==> config.mk <==
export PLATFORM = sky130hd
export DESIGN_NAME = shift_sequencer
export DESIGN_NICKNAME = d
export VERILOG_FILES = /design/src/rtl/shift_sequencer.sv
export SDC_FILE = /design/constraint.sdc
export NUM_CORES = 1
export LEC_CHECK = 0
export BUFFER_PORTS_ARGS = -buffer_cell sky130_fd_sc_hd__buf_2
export CORE_MARGIN = 3
export CORE_UTILIZATION = 60
export CTS_CLUSTER_DIAMETER = 30
export DETAILED_ROUTE_END_ITERATION = 7
export GPL_TIMING_DRIVEN = 0
export PLACE_DENSITY = 0.95
export SKIP_LAST_GASP = 1
export SLEW_MARGIN = 0
export SYNTH_ARGS = -nofsm -noshare
export SYNTH_HDL_FRONTEND = slang
export SYNTH_SLANG_ARGS = --single-unit
==> constraint.sdc <==
create_clock -name clk -period 4.98 [get_ports clk]
set_clock_uncertainty 0.15 [all_clocks]
set_input_delay 0.996 -clock clk [delete_from_list [all_inputs] [get_ports clk]]
set_output_delay 0.996 -clock clk [all_outputs]
set_load 0.02 [all_outputs]
==> src/rtl/shift_sequencer.sv <==
// shift_sequencer: multi-cycle operand-2 generator for an ARM-style datapath.
// A request is sampled in IDLE. The work register W is then shifted or rotated
// by its count C over successive SHIFT cycles, and the result is published on
// val2_out together with a one-cycle done pulse.
//
// Ports:
//   clk, rst        clock; asynchronous active-high reset
//   start           request, sampled only in IDLE
//   flush           synchronous cancel, returns to IDLE without done
//   shifter_operand 12-bit operand-2 field
//   imm             rotated 8-bit immediate form
//   is_for_memory   12-bit load/store offset form (highest priority)
//   val_Rm          Rm register value
//   busy            state != IDLE
//   done            one-cycle pulse; val2_out is valid from this cycle on
//   val2_out        registered result, held until the next done
//
// Build option: define SHIFT_STEP4_EN to retire up to 4 shift positions per
// SHIFT cycle. Results are identical; only the latency changes.
module shift_sequencer (
  input  logic        clk,
  input  logic        rst,
  input  logic        start,
  input  logic        flush,
  input  logic [11:0] shifter_operand,
  input  logic        imm,
  input  logic        is_for_memory,
  input  logic [31:0] val_Rm,
  output logic        busy,
  output logic        done,
  output logic [31:0] val2_out
);

  typedef enum logic [1:0] {IDLE = 2'd0, SHIFT = 2'd1, DONE = 2'd2} state_t;
  typedef enum logic [1:0] {OP_LSL = 2'd0, OP_LSR = 2'd1, OP_ASR = 2'd2, OP_ROR = 2'd3} shop_t;

  typedef struct packed {
    logic [31:0] w;
    logic [4:0]  c;
    shop_t       op;
  } work_t;

  state_t      state, state_nxt;
  work_t       cur, ld;
  logic        load, shift_en, val2_ld;
  logic [31:0] val2_nxt, w_sh;
  logic [4:0]  c_nxt;
  logic [2:0]  step;

  // Shift or rotate by n positions. The doubled word gives the rotate for free.
  function automatic logic [31:0] shift_by(input logic [31:0] w, input shop_t op,
                                           input logic [2:0] n);
    logic [63:0] dbl;
    dbl = {w, w} >> n;
    case (op)
      OP_LSL:  return w << n;
      OP_LSR:  return w >> n;
      OP_ASR:  return 32'($signed(w) >>> n);
      default: return dbl[31:0];
    endcase
  endfunction

  // Operand decode; priority is memory > immediate > register.
  always_comb begin
    ld = '0;
    if (is_for_memory) begin
      ld.w  = {20'd0, shifter_operand};
      ld.c  = 5'd0;
      ld.op = OP_LSL;
    end else if (imm) begin
      ld.w  = {24'd0, shifter_operand[7:0]};
      ld.c  = {shifter_operand[11:8], 1'b0};
      ld.op = OP_ROR;
    end else begin
      ld.w  = val_Rm;
      ld.c  = shifter_operand[11:7];
      ld.op = shop_t'(shifter_operand[6:5]);
    end
  end

`ifdef SHIFT_STEP4_EN
  assign step = (cur.c > 5'd4) ? 3'd4 : cur.c[2:0];
`else
  assign step = 3'd1;
`endif

  assign w_sh  = shift_by(cur.w, cur.op, step);
  assign c_nxt = cur.c - {2'b00, step};

  always_comb begin
    state_nxt = state;
    load      = 1'b0;
    shift_en  = 1'b0;
    val2_ld   = 1'b0;
    val2_nxt  = w_sh;
    case (state)
      IDLE: begin
        if (start && !flush) begin
          load = 1'b1;
          if (ld.c == 5'd0) begin
            // Zero count: the loaded operand is already the result.
            state_nxt = DONE;
            val2_ld   = 1'b1;
            val2_nxt  = ld.w;
          end else begin
            state_nxt = SHIFT;
          end
        end
      end
      SHIFT: begin
        if (flush) begin
          state_nxt = IDLE;
        end else begin
          shift_en = 1'b1;
          if (c_nxt == 5'd0) begin
            state_nxt = DONE;
            val2_ld   = 1'b1;
          end
        end
      end
      DONE:    state_nxt = IDLE;
      default: state_nxt = IDLE;
    endcase
  end

  always_ff @(posedge clk or posedge rst) begin
    if (rst) state <= IDLE;
    else     state <= state_nxt;
  end

  always_ff @(posedge clk or posedge rst) begin
    if (rst) begin
      cur      <= '0;
      val2_out <= '0;
    end else begin
      if (load) begin
        cur <= ld;
      end else if (shift_en) begin
        cur.w <= w_sh;
        cur.c <= c_nxt;
      end
      if (val2_ld) val2_out <= val2_nxt;
    end
  end

  assign busy = (state != IDLE);
  assign done = (state == DONE);

endmodule

==> impl_results.md, run 1 <==
- Reg-to-reg endpoint: val2_out[21]$_DFFE_PP0P_
- P_int: 1.35 mW
- Ys flop type: dfrtp_1
- RR Startpoint: state[0]$_DFFE_PP0P_
- Met3 usage: 6.46%
- Count of different cell masters after synthesis: 47
- Post-synth ARST share: 100%
- PwrDens: 435 mW/mm2
- WP data arrival: 2.97 ns
- Initial antenna violation count: 0
- CP Launch Point: is_for_memory
- Via/cell ratio: 6.86
- Global placer's final weighted congestion: 0.920
- Top-count cell post-synth: dfrtp_1
- Total power draw: 2.22 mW
- Post-CTS setup buffer count: 0
- Comb pwr share: 37.3%
- Root buf cell: clkbuf_8
- Yosys top cell area share: 41.8%
- Post-DRT Antenna Nets: 0
- Avg WL per Cell: 20.1 um
- Avg Cell Area, Syn: 9.35 um2
- Overflow after GRT: 0
- Crit path max fanout: 10
- Max Freq: 342 MHz
- Total CTS buffers: 9
- Dpl ws: 1.88 ns
- Nets@finish: 613
- Net Switching: 864 uW
- # rows: 30
- Worst r2r path cells: 5
- Hold Vio Cnt, Final: 0
- Register area share after synthesis: 41.8%
- Critical setup path kind: input pin to flop
- RSZ-0062 raised after global routing: false
- Startpoint types: input pin
- Worst Path Required: 5.03 ns
- Area Growth Syn to Fin: 16.8%
- Die X: 91.3 um
- Vias in the first global route: 4,472
- Final setup fails: 0
- Initial Util: 63.2%
- Drt pass-1 iters: 5
- Die area: 0.00833 mm2
- First-pass GRT wire length: 22,200 um
- Clock power share: 21.9%
- Routing usage on met2: 50.9%
- Total track usage: 33.3%
- Core Area: 0.00691 mm2
- Part of the power in registers: 40.7%
- Number of synthesized flops with an enable pin: 0
- GRT busiest layer: met2
- Largest net degree at the start of global routing: 74
- CTS H-tree depth: 3
- Ys Warns: 0
- CTS max path bufs: 2
- Slew Viols, Final: 0
- Grt met1 use: 43.9%
- Routed vias: 4,533
- Hold Crit Class: flop to flop
- Syn Inst Count: 467
- Switching share of power: 39.0%
- Maximum VDD drop: 236 uV
- Crit end category: flop
- Die Ht: 91.3 um
- CP Capture Point: val2_out[21]$_DFFE_PP0P_
- Tmin final: 2.93 ns
- I/O pin cnt: 84
- N_diodes: 0
- Status: finished clean
- IO Port Bufs: 83
- CTS tree: done
- Clock latency on the worst-skew pair: 0.36 ns
- Fraction of layout cells with a size suffix above 1: 29.0%
- #FFs+latches synth: 73
- Initial drt markers: 565
- CTS Sinks: 73
- # hold bufs at CTS: 0
- Post-DP HPWL: 9080 um
- Final worst-path cycle share: 58.8%
- Hold path depth: 1
- Final setup margin: 2.05 ns
- Max-slew headroom at the worst pin: 40.1%
- Most instantiated cells after synthesis: dfrtp_1, o21ai_0, inv_1, o211ai_1, or3b_2
- Area contributors post-synth: dfrtp_1, or3b_2, o311ai_0, o211ai_1, o21ai_0
- Area leader, netlist: dfrtp_1
- Synthesized Nets: 519
- Wirelength, routed: 13,300 um
- Worst slew pin tran: 0.899 ns
- Resize count post-CTS: 0
- Setup slack, reg-to-reg: 2.40 ns
- DRC Markers: 0
- Max-cap violations: 0
- Static Leak: 2.36 nW
- Clock Pin Slew Worst Setup and Hold Paths: 0.08 ns
- Mapped Area: 0.00437 mm2
- Setup TNS Final: 0 ns
==> kinds of logic (layout without fill, tap and decap cells) <==
group | count (synthesis) | count (layout) | share of synthesized area (%)
muxes | 11 | 11 | 2.78
and+or+nand+nor | 124 | 124 | 18.0
DFF | 73 | 73 | 41.8
adders and majority gates | 2 | 2 | 0.573
AOI/OAI and AO/OA | 176 | 176 | 29.1
xor gates and xnor gates | 1 | 1 | 0.201
buffers and inverters | 80 | 178 | 7.54
==> flip-flops by register name (all words and copies together) (netlist names) <==
register,flops
cur,39
val2_out,32
state,2
==> stage by stage <==
step	area [um2]	util, %	std cells	hold slack, ns
2_1_floorplan	4370	-	467	0.297
3_3_place_gp	4900	71.0	646	0.325
3_5_place_dp	4900	71.0	646	0.338
4_1_cts	5100	73.8	661	0.356
5_1_grt	5100	73.8	661	0.375
6_report	5100	73.8	661	0.361
==> power groups by stage <==
| stage | combinational [mW] | sequential [mW] | clock, mW |
|---|---|---|---|
| after global routing | 0.901 | 0.922 | 0.507 |
| after floorplan | 0.457 | 0.988 | 0 |
| after detailed placement | 0.809 | 0.906 | 0 |
| after CTS | 0.819 | 0.896 | 0.480 |
| final | 0.828 | 0.903 | 0.486 |
| after global placement | 0.784 | 0.895 | 0 |
==> routing by layer <==
metal	vias up	wire length [um]
met5	-	0
met4	0	705
met3	76	1540
met2	357	6060
met1	2130	5010
li1	1970	-
==> critical path, stage by stage <==
cell and delay (ns):
buf_2 0.11, buf_2 0.19, nor2_2 0.43, buf_2 0.34, buf_2 0.28, buf_2 0.29, nand3_1 0.16, o311ai_0 0.17
==> layout make-up <==
type | count | area (um2)
multi-input cells | 314 | 2210
flip-flops and latches | 73 | 1830
repair buffers | 83 | 415
plain buffers | 48 | 209
inverters | 32 | 123
well taps | 96 | 120
clock inverters | 3 | 40.0
clock buffers | 12 | 155
fillers | 529 | 1810
==> worst min path at each step <==
stage	end	slack [ns]	startpoint
3_5_place_dp	cur[31]$_DFFE_PP0P_	0.34	cur[31]$_DFFE_PP0P_
2_1_floorplan	cur[33]$_DFFE_PP0P_	0.30	cur[33]$_DFFE_PP0P_
4_1_cts	cur[20]$_DFFE_PP0P_	0.36	cur[20]$_DFFE_PP0P_
5_1_grt	cur[31]$_DFFE_PP0P_	0.37	cur[31]$_DFFE_PP0P_
3_3_place_gp	cur[33]$_DFFE_PP0P_	0.33	cur[33]$_DFFE_PP0P_
6_report	cur[21]$_DFFE_PP0P_	0.36	cur[21]$_DFFE_PP0P_
==> cell usage in the layout, fill, tap and decap left out, drive strengths merged, types with 4 or more instances in the layout <==
cell / Yosys / routed
nand3: 21 / 21
o211ai: 31 / 31
buf: 20 / 103
mux2: 9 / 9
nor2: 13 / 13
clkbuf: 28 / 40
and3: 19 / 19
a22o: 4 / 4
or3b: 30 / 30
dfrtp: 73 / 73
a221o: 12 / 12
o21ai: 38 / 38
a211o: 18 / 18
nand2: 23 / 23
o311ai: 29 / 29
a21oi: 28 / 28
inv: 32 / 32
Note: power is estimated with default switching activity, not from simulation.
==> inputs of run 2 (changes only) <==
--- a/config.mk
+++ b/config.mk
@@ -5,13 +5,14 @@
 export SDC_FILE = /design/constraint.sdc
 export NUM_CORES = 1
 export LEC_CHECK = 0
+export ABC_AREA = 1
 export BUFFER_PORTS_ARGS = -buffer_cell sky130_fd_sc_hd__buf_2
 export CORE_MARGIN = 3
-export CORE_UTILIZATION = 60
+export CORE_UTILIZATION = 56
 export CTS_CLUSTER_DIAMETER = 30
 export DETAILED_ROUTE_END_ITERATION = 7
 export GPL_TIMING_DRIVEN = 0
-export PLACE_DENSITY = 0.95
+export PLACE_DENSITY = 0.91
 export SKIP_LAST_GASP = 1
 export SLEW_MARGIN = 0
 export SYNTH_ARGS = -nofsm -noshare
==> constraint.sdc (replaced) <==
create_clock -name clk -period 3 [get_ports clk]
set_clock_uncertainty 0.15 [all_clocks]
set_input_delay 0.6 -clock clk [delete_from_list [all_inputs] [get_ports clk]]
set_output_delay 0.6 -clock clk [all_outputs]
set_load 0.02 [all_outputs]
==> impl_results.md, run 2 <==
- Slowest stage delay, CP: 0.39 ns (was 0.43 ns)
- Post-synth ARST share: 100% (unchanged)
- Biggest register: cur (unchanged)
- Largest family of logic cells by synthesized area: simple AND/OR/NAND/NOR gates (was compound AO/OA/AOI/OAI gates)
- Hold Crit Class: input pin to async pin (was flop to flop)
- Storage cell area: 0.00183 mm2 (unchanged)
- I/O pin cnt: 84 (unchanged)
- Grt met1 use: 37.6% (was 43.9%)
- Area leader, netlist: dfrtp_1 (unchanged)
- Initial drt markers: 432 (was 565)
- Crit end category: flop (unchanged)
- Yosys top cell area share: 42.6% (was 41.8%)
- Fillers: 617 (was 529)
- Status: finished clean (unchanged)
- Tmin final: 2.22 ns
- Max-cap violations: 0 (unchanged)
- Slew Viols, Final: 0 (unchanged)
- Syn Inst Count: 602 (was 467)
- Crit path max fanout: 10 (unchanged)
- Post-CTS setup buffer count: 0 (unchanged)
- Total track usage: 29.3% (was 33.3%)
- Area after DPL: 0.00483 mm2 (was 0.00490 mm2)
- Die area: 0.00875 mm2 (was 0.00833 mm2)
- Net Switching: 2.06 mW (was 864 uW)
- CTS H-tree depth: 3 (unchanged)
- Worst Path Required: 3.14 ns (was 5.03 ns)
- Final core occ: 68.7% (was 73.8%)
- Clock Pin Slew Worst Setup and Hold Paths: 0.07 ns (was 0.08 ns)
- Fraction of layout cells with a size suffix above 1: 20.8% (was 29.0%)
- Wirelength, routed: 12,200 um (was 13,300 um)
- Resize count post-CTS: 0 (unchanged)
- Max-slew headroom at the worst pin: 41.3% (was 40.1%)
- Startpoint types: flop (was input pin)
- Initial Util: 58.5% (was 63.2%)
- Total CTS buffers: 9 (unchanged)
- Critical setup path kind: flop to flop (was input pin to flop)
- Area contributors post-synth: dfrtp_1, nand2_1, nand3_1, o221ai_1, inv_1 (was dfrtp_1, or3b_2, o311ai_0, o211ai_1, o21ai_0)
- Avg WL per Cell: 15.2 um (was 20.1 um)
- IO Port Bufs: 83 (unchanged)
- First-pass GRT wire length: 20,000 um (was 22,200 um)
- Core Area: 0.00733 mm2 (was 0.00691 mm2)
- Static Leak: 2.83 nW (was 2.36 nW)
- Vias in the first global route: 4,376 (was 4,472)
- N_diodes: 0 (unchanged)
- DRC Markers: 0 (unchanged)
- Critical path, cell by cell: inv_2 -> ha_1 -> inv_1 -> nand2_1 -> nand2_1 -> nor2_1 -> nand4_2 -> nand2_2 -> buf_2 -> nand2_1 -> nand2_1 (was buf_2 -> buf_2 -> nor2_2 -> buf_2 -> buf_2 -> buf_2 -> nand3_1 -> o311ai_0)
- Count of different cell masters after synthesis: 25 (was 47)
- Register area share after synthesis: 42.6% (was 41.8%)
- Part of the power in registers: 35.8% (was 40.7%)
- Die Ht: 93.5 um (was 91.3 um)
- Routing usage on met2: 45.9% (was 50.9%)
- Synth Area in Adders: 0.583% (was 0.573%)
- Commonest non-fill, non-tap cells in the layout: nand2_1, buf_2, dfrtp_1, nand3_1, inv_1 (was buf_2, dfrtp_1, o21ai_0, inv_1, o211ai_1)
- Most instantiated cells after synthesis: nand2_1, dfrtp_1, nand3_1, inv_1, o21ai_0 (was dfrtp_1, o21ai_0, inv_1, o211ai_1, or3b_2)
- Initial antenna violation count: 0 (unchanged)
- Switching share of power: 44.0% (was 39.0%)
- Biggest regs: cur: 39 flops, val2_out: 32 flops, state: 2 flops (unchanged)
- Cell repeated most along the worst path: nand2_1 (was buf_2)
- CTS tree: done (unchanged)
- CTS max path bufs: 2 (unchanged)
- Nets@finish: 748 (was 613)
- Delay-heaviest family, CP: simple AND/OR/NAND/NOR gates (was buffers and inverters)
- Avg Cell Area, Syn: 7.12 um2 (was 9.35 um2)
- Overflow after GRT: 0 (unchanged)
- #FFs+latches synth: 73 (unchanged)
- Synthesized Nets: 654 (was 519)
- # hold bufs at CTS: 0 (unchanged)
- Final setup fails: 0 (unchanged)
- Synth Area in Compound Gates: 13.7% (was 29.1%)
- Routed vias: 4,585 (was 4,533)
- Dpl ws: 0.751 ns (was 1.88 ns)
- Post-DP HPWL: 8670 um (was 9080 um)
- P_int: 2.62 mW (was 1.35 mW)
- Area of the multi-input gates: 0.00199 mm2 (was 0.00221 mm2)
- CTS Sinks: 73 (unchanged)
- Hold Vio Cnt, Final: 0 (unchanged)
- Comb pwr share: 46.8% (was 37.3%)
- Post-Synth Simple-Gate Area: 32.1% (was 18.0%)
- Final worst-path cycle share: 74.1%
- Number of synthesized flops with an enable pin: 0 (unchanged)
- Drt pass-1 iters: 7 (was 5)
- Max Freq: 450 MHz
- Global placer's final weighted congestion: 0.917 (was 0.920)
- Buf/Inv on CP: 3 (was 5)
- XOR/XNOR share of the synthesized area: 0% (was 0.201%)
- Slowest CP cell: dfrtp_1 (was nor2_2)
- RSZ-0062 raised after global routing: false (unchanged)
- Ys Warns: 0 (unchanged)
- Setup slack, reg-to-reg: 0.78 ns (was 2.40 ns)
- PwrDens: 930 mW/mm2 (was 435 mW/mm2)
- Post-DRT Antenna Nets: 0 (unchanged)
- Met3 usage: 6.92% (was 6.46%)
- # rows: 31 (was 30)
- Largest net degree at the start of global routing: 74 (unchanged)
- Clock latency on the worst-skew pair: 0.35 ns (was 0.36 ns)
- Root buf cell: clkbuf_8 (unchanged)
- Worst slew pin tran: 0.881 ns (was 0.899 ns)
- Max reg flops: 39 (unchanged)
- WP data arrival: 2.36 ns (was 2.97 ns)
- Post-synthesis mux area share: 0% (was 2.78%)
- Die X: 93.5 um (was 91.3 um)
- Top-count cell post-synth: nand2_1 (was dfrtp_1)
- Maximum VDD drop: 477 uV (was 236 uV)
- Commonest non-fill, non-tap cell in the layout: nand2_1 (was buf_2)
- Clock power share: 17.4% (was 21.9%)
- Total power draw: 4.69 mW (was 2.22 mW)
- Area Growth Syn to Fin: 17.5% (was 16.8%)
- Via/cell ratio: 5.73 (was 6.86)
- Final Instance Area: 0.00504 mm2 (was 0.00510 mm2)
- Final setup margin: 0.776 ns (was 2.05 ns)
- Mapped Area: 0.00429 mm2 (was 0.00437 mm2)
- GRT busiest layer: met2 (unchanged)
- Ys flop type: dfrtp_1 (unchanged)
[run 2: cell types whose count changed after synthesis, moves of 28 or more]
| cell | before | now |
|---|---|---|
| nand2_1 | 23 | 241 |
| nand3_1 | 21 | 67 |
| o221ai_1 | 1 | 33 |
| inv_1 | 32 | 62 |
| or3b_2 | 29 | 0 |
| o311ai_0 | 28 | 0 |
[run 2: kinds of logic (layout without fill, tap and decap cells)]
family	Yosys count	in the layout
and+or+nand+nor	329	329
AOI/OAI and AO/OA	88	88
DFF	73	73
buffers and inverters	110	209
adders and majority gates	2	2
[run 2: final cells by class]
type	instances	area share [%]
inverter	71	5.34
clock buffer	14	3.43
tap	99	2.46
multi-input combinational	419	39.5
timing repair buffer	83	8.24
clock inverter	2	0.695
buffer	39	4.10
sequential	73	36.3
[run 2: path summary, 6_finish.rpt]
check	endpoint	cells past startpoint	startpoint
worst min register to register	cur[19]$_DFFE_PP0P_	2	cur[19]$_DFFE_PP0P_
worst max register to register	val2_out[4]$_DFFE_PP0P_	11	cur[2]$_DFFE_PP0P_
max in group asynchronous	cur[20]$_DFFE_PP0P_	2	rst
worst min-delay path	val2_out[23]$_DFFE_PP0P_	2	rst
worst max-delay path	val2_out[4]$_DFFE_PP0P_	11	cur[2]$_DFFE_PP0P_
min in group clk	cur[19]$_DFFE_PP0P_	2	cur[19]$_DFFE_PP0P_
[run 2: worst register-to-register path, cell delays in order (launching register included)]
cell and delay (ns):
dfrtp_1 0.39, inv_2 0.09, ha_1 0.22, inv_1 0.05, nand2_1 0.06, nand2_1 0.07, nor2_1 0.16, nand4_2 0.28
nand2_2 0.25, buf_2 0.25, nand2_1 0.13, nand2_1 0.08
[run 2: layer usage]
metal	vias up	wire (um)
met5	-	0
met1	2089	4850
li1	2154	-
met4	0	431
met2	295	5650
met3	47	1250
[run 2: power by group through the flow]
stage	combinational (mW)	clock, mW	sequential [mW]
final	2.20	0.815	1.68
after global routing	2.46	0.866	1.73
after CTS	2.16	0.821	1.66
after detailed placement	2.14	0	1.68
after global placement	2.07	0	1.66
after floorplan	1.34	0	1.86
[run 2: through the flow]
stage / cells / setup TNS (ns) / hold slack [ns]
4_1_cts: 800 / 0 / 0.326
5_1_grt: 800 / 0 / 0.354
2_1_floorplan: 602 / 0 / 0.309
6_report: 800 / 0 / 0.295
3_5_place_dp: 784 / 0 / 0.328
3_3_place_gp: 784 / -30.45 / 0.325
==> inputs of run 3 (changes only) <==
--- a/config.mk
+++ b/config.mk
@@ -8,11 +8,11 @@
 export ABC_AREA = 1
 export BUFFER_PORTS_ARGS = -buffer_cell sky130_fd_sc_hd__buf_2
 export CORE_MARGIN = 3
-export CORE_UTILIZATION = 56
+export CORE_UTILIZATION = 50
 export CTS_CLUSTER_DIAMETER = 30
 export DETAILED_ROUTE_END_ITERATION = 7
 export GPL_TIMING_DRIVEN = 0
-export PLACE_DENSITY = 0.91
+export PLACE_DENSITY = 0.86
 export SKIP_LAST_GASP = 1
 export SLEW_MARGIN = 0
 export SYNTH_ARGS = -nofsm -noshare
==> constraint.sdc (replaced) <==
create_clock -name clk -period 1.8 [get_ports clk]
set_clock_uncertainty 0.15 [all_clocks]
set_input_delay 0.36 -clock clk [delete_from_list [all_inputs] [get_ports clk]]
set_output_delay 0.36 -clock clk [all_outputs]
set_load 0.02 [all_outputs]
==> impl_results.md, run 3 (synthesized netlist as in run 2, its figures left out) <==
- Post-DP HPWL: 8880 um (was 8670 um)
- CTS Sinks: 73 (unchanged)
- Final Instance Area: 0.00542 mm2 (was 0.00504 mm2)
- Clock Pin Slew Worst Setup and Hold Paths: 0.08 ns (was 0.07 ns)
- Crit end category: flop (unchanged)
- Max Freq: 528 MHz (was 450 MHz)
- Startpoint types: flop (unchanged)
- Tmin final: 1.89 ns (was 2.22 ns)
- CTS max path bufs: 2 (unchanged)
- CTS tree: done (unchanged)
- Final core occ: 65.7% (was 68.7%)
- Critical path, cell by cell: inv_2 -> nand2_2 -> nor2_4 -> nand4_1 -> buf_6 -> buf_8 -> nand2_1 -> nand2_1 -> inv_2 -> nand2_4 -> nand2_2 (was inv_2 -> ha_1 -> inv_1 -> nand2_1 -> nand2_1 -> nor2_1 -> nand4_2 -> nand2_2 -> buf_2 -> nand2_1 -> nand2_1)
- Drt pass-1 iters: 5 (was 7)
- Avg WL per Cell: 15.4 um (was 15.2 um)
- Biggest regs: cur: 39 flops, val2_out: 32 flops, state: 2 flops (unchanged)
- IO Port Bufs: 83 (unchanged)
- Post-DRT Antenna Nets: 0 (unchanged)
- Initial antenna violation count: 0 (unchanged)
- Initial drt markers: 362 (was 432)
- RSZ-0062 raised after global routing: true (was false)
- Core Area: 0.00826 mm2 (was 0.00733 mm2)
- RR Startpoint: state[0]$_DFFE_PP0P_ (was cur[2]$_DFFE_PP0P_)
- Total CTS buffers: 9 (unchanged)
- Crit path max fanout: 10 (unchanged)
- Max-cap violations: 0 (unchanged)
- Largest net degree at the start of global routing: 39 (was 74)
- Static Leak: 2.97 nW (was 2.83 nW)
- Max reg flops: 39 (unchanged)
- Fraction of layout cells with a size suffix above 1: 29.4% (was 20.8%)
- Total track usage: 26.5% (was 29.3%)
- Die Ht: 98.6 um (was 93.5 um)
- # rows: 33 (was 31)
- Storage cell area: 0.00183 mm2 (about the same)
- Status: finished, violations left (was finished clean)
- CTS H-tree depth: 3 (unchanged)
- WL met3: 1130 um (was 1250 um)
- Nets@finish: 767 (was 748)
- Buf/Inv on CP: 4 (was 3)
- First-pass GRT wire length: 20,800 um (was 20,000 um)
- Dpl ws: -0.382 ns (was 0.751 ns)
- Worst slew pin tran: 0.769 ns (was 0.881 ns)
- Initial Util: 51.9% (was 58.5%)
- N_diodes: 0 (unchanged)
- Critical setup path kind: flop to flop (unchanged)
- Fillers: 722 (was 617)
- Delay-heaviest family, CP: simple AND/OR/NAND/NOR gates (unchanged)
- DRC Markers: 0 (unchanged)
- PwrDens: 1530 mW/mm2 (was 930 mW/mm2)
- Final setup margin: -0.0925 ns (was 0.776 ns)
- Biggest register: cur (unchanged)
- Die X: 98.6 um (was 93.5 um)
- Area Growth Syn to Fin: 26.4% (was 17.5%)
- Worst Path Required: 1.94 ns (was 3.14 ns)
- Final worst-path cycle share: 105% (was 74.1%)
- Slowest stage delay, CP: 0.41 ns (was 0.39 ns)
- Top sig layer: met4 (unchanged)
- Root buf cell: clkbuf_8 (unchanged)
- Slowest CP cell: dfrtp_1 (unchanged)
- Overflow after GRT: 0 (unchanged)
- Hold Crit Class: input pin to async pin (unchanged)
- Vias in the first global route: 4,380 (was 4,376)
- Commonest non-fill, non-tap cell in the layout: nand2_1 (unchanged)
- I/O pin cnt: 84 (unchanged)
- Routed vias: 4,575 (was 4,585)
- Clock latency on the worst-skew pair: 0.35 ns (about the same)
- Global placer's final weighted congestion: 0.928 (was 0.917)
- Area of the multi-input gates: 0.00214 mm2 (was 0.00199 mm2)
- Maximum VDD drop: 697 uV (was 477 uV)
- Metal2 WL: 6040 um (was 5650 um)
- Wirelength, routed: 12,700 um (was 12,200 um)
- Max-slew headroom at the worst pin: 48.6% (was 41.3%)
- Hold Vio Cnt, Final: 27 (was 0)
- Commonest non-fill, non-tap cells in the layout: nand2_1, buf_2, dfrtp_1, nand3_1, inv_1 (unchanged)
- Met1 WL: 5220 um (was 4850 um)
- WP data arrival: 2.03 ns (was 2.36 ns)
- Slew Viols, Final: 0 (unchanged)
- Violated checks: negative hold slack, negative setup slack
- CP Launch Point: state[0]$_DFFE_PP0P_ (was cur[2]$_DFFE_PP0P_)
- Via/cell ratio: 5.55 (was 5.73)
- Die area: 0.00973 mm2 (was 0.00875 mm2)
- Final setup fails: 30 (was 0)
- Area after DPL: 0.00486 mm2 (was 0.00483 mm2)
- Worst hold slack: -0.0129 ns (was 0.295 ns)
- # hold bufs at CTS: 0 (unchanged)
[run 3: cell count changes in the layout (fill, tap and decap cells not counted), moves of 4 or more]
cell / previous run / this run
inv_1: 61 / 57
o21ai_1: 6 / 18
nand2_2: 2 / 25
clkbuf_1: 13 / 5
buf_4: 3 / 24
inv_2: 9 / 13
buf_2: 104 / 95
o21ai_0: 39 / 25
nand2_1: 241 / 214
buf_6: 3 / 8
buf_8: 0 / 4
[run 3: final cells by class]
| class | instances | share of cell area [%] |
|---|---|---|
| buffer | 39 | 5.45 |
| inverter | 71 | 4.98 |
| clock inverter | 3 | 0.277 |
| tap | 105 | 2.42 |
| clock buffer | 13 | 2.93 |
| timing repair buffer | 102 | 10.7 |
| sequential | 73 | 33.7 |
| multi-input combinational | 419 | 39.5 |
[run 3: metal layers]
layer	vias up	GRT usage, %
met5	-	0
met4	0	11.8
met3	31	4.32
met2	249	41.2
met1	2110	36.6
li1	2185	-
[run 3: where the power goes]
part           internal [mW]  switching (mW)  leakage [nW]
clock                  0.571           0.622        0.0932
sequential              2.35           0.463         0.937
combinational           1.65            2.62          1.94
total                   4.57            3.71          2.97
[run 3: path summary, 6_finish.rpt]
kind,end,slack (ns),depth (start not counted)
max,val2_out[4]$_DFFE_PP0P_,-0.09,11
min reg2reg,cur[18]$_DFFE_PP0P_,0.35,2
max reg2reg,val2_out[4]$_DFFE_PP0P_,-0.09,11
min,val2_out[2]$_DFFE_PP0P_,-0.01,2
max in group asynchronous,cur[1]$_DFFE_PP0P_,0.86,3
min in group clk,cur[34]$_DFFE_PP0P_,0.16,3
[run 3: timing repair]
item	CTS	global route
setup buffers	12	4
setup endpoints to repair	64	63
pin swaps	5	12
hold endpoints to repair	0	0
gates resized for setup	38	75
gates cloned	2	1
[run 3: per-stage QoR]
step                      TNS [ns]  total power [mW]  std cells
after global routing         -3.36              8.93        825
after detailed placement    -13.27              6.37        791
after global placement      -12.75              6.24        790
final                        -1.54              8.28        825
after CTS                   -0.481              7.91        821
after floorplan                  0              5.33        602
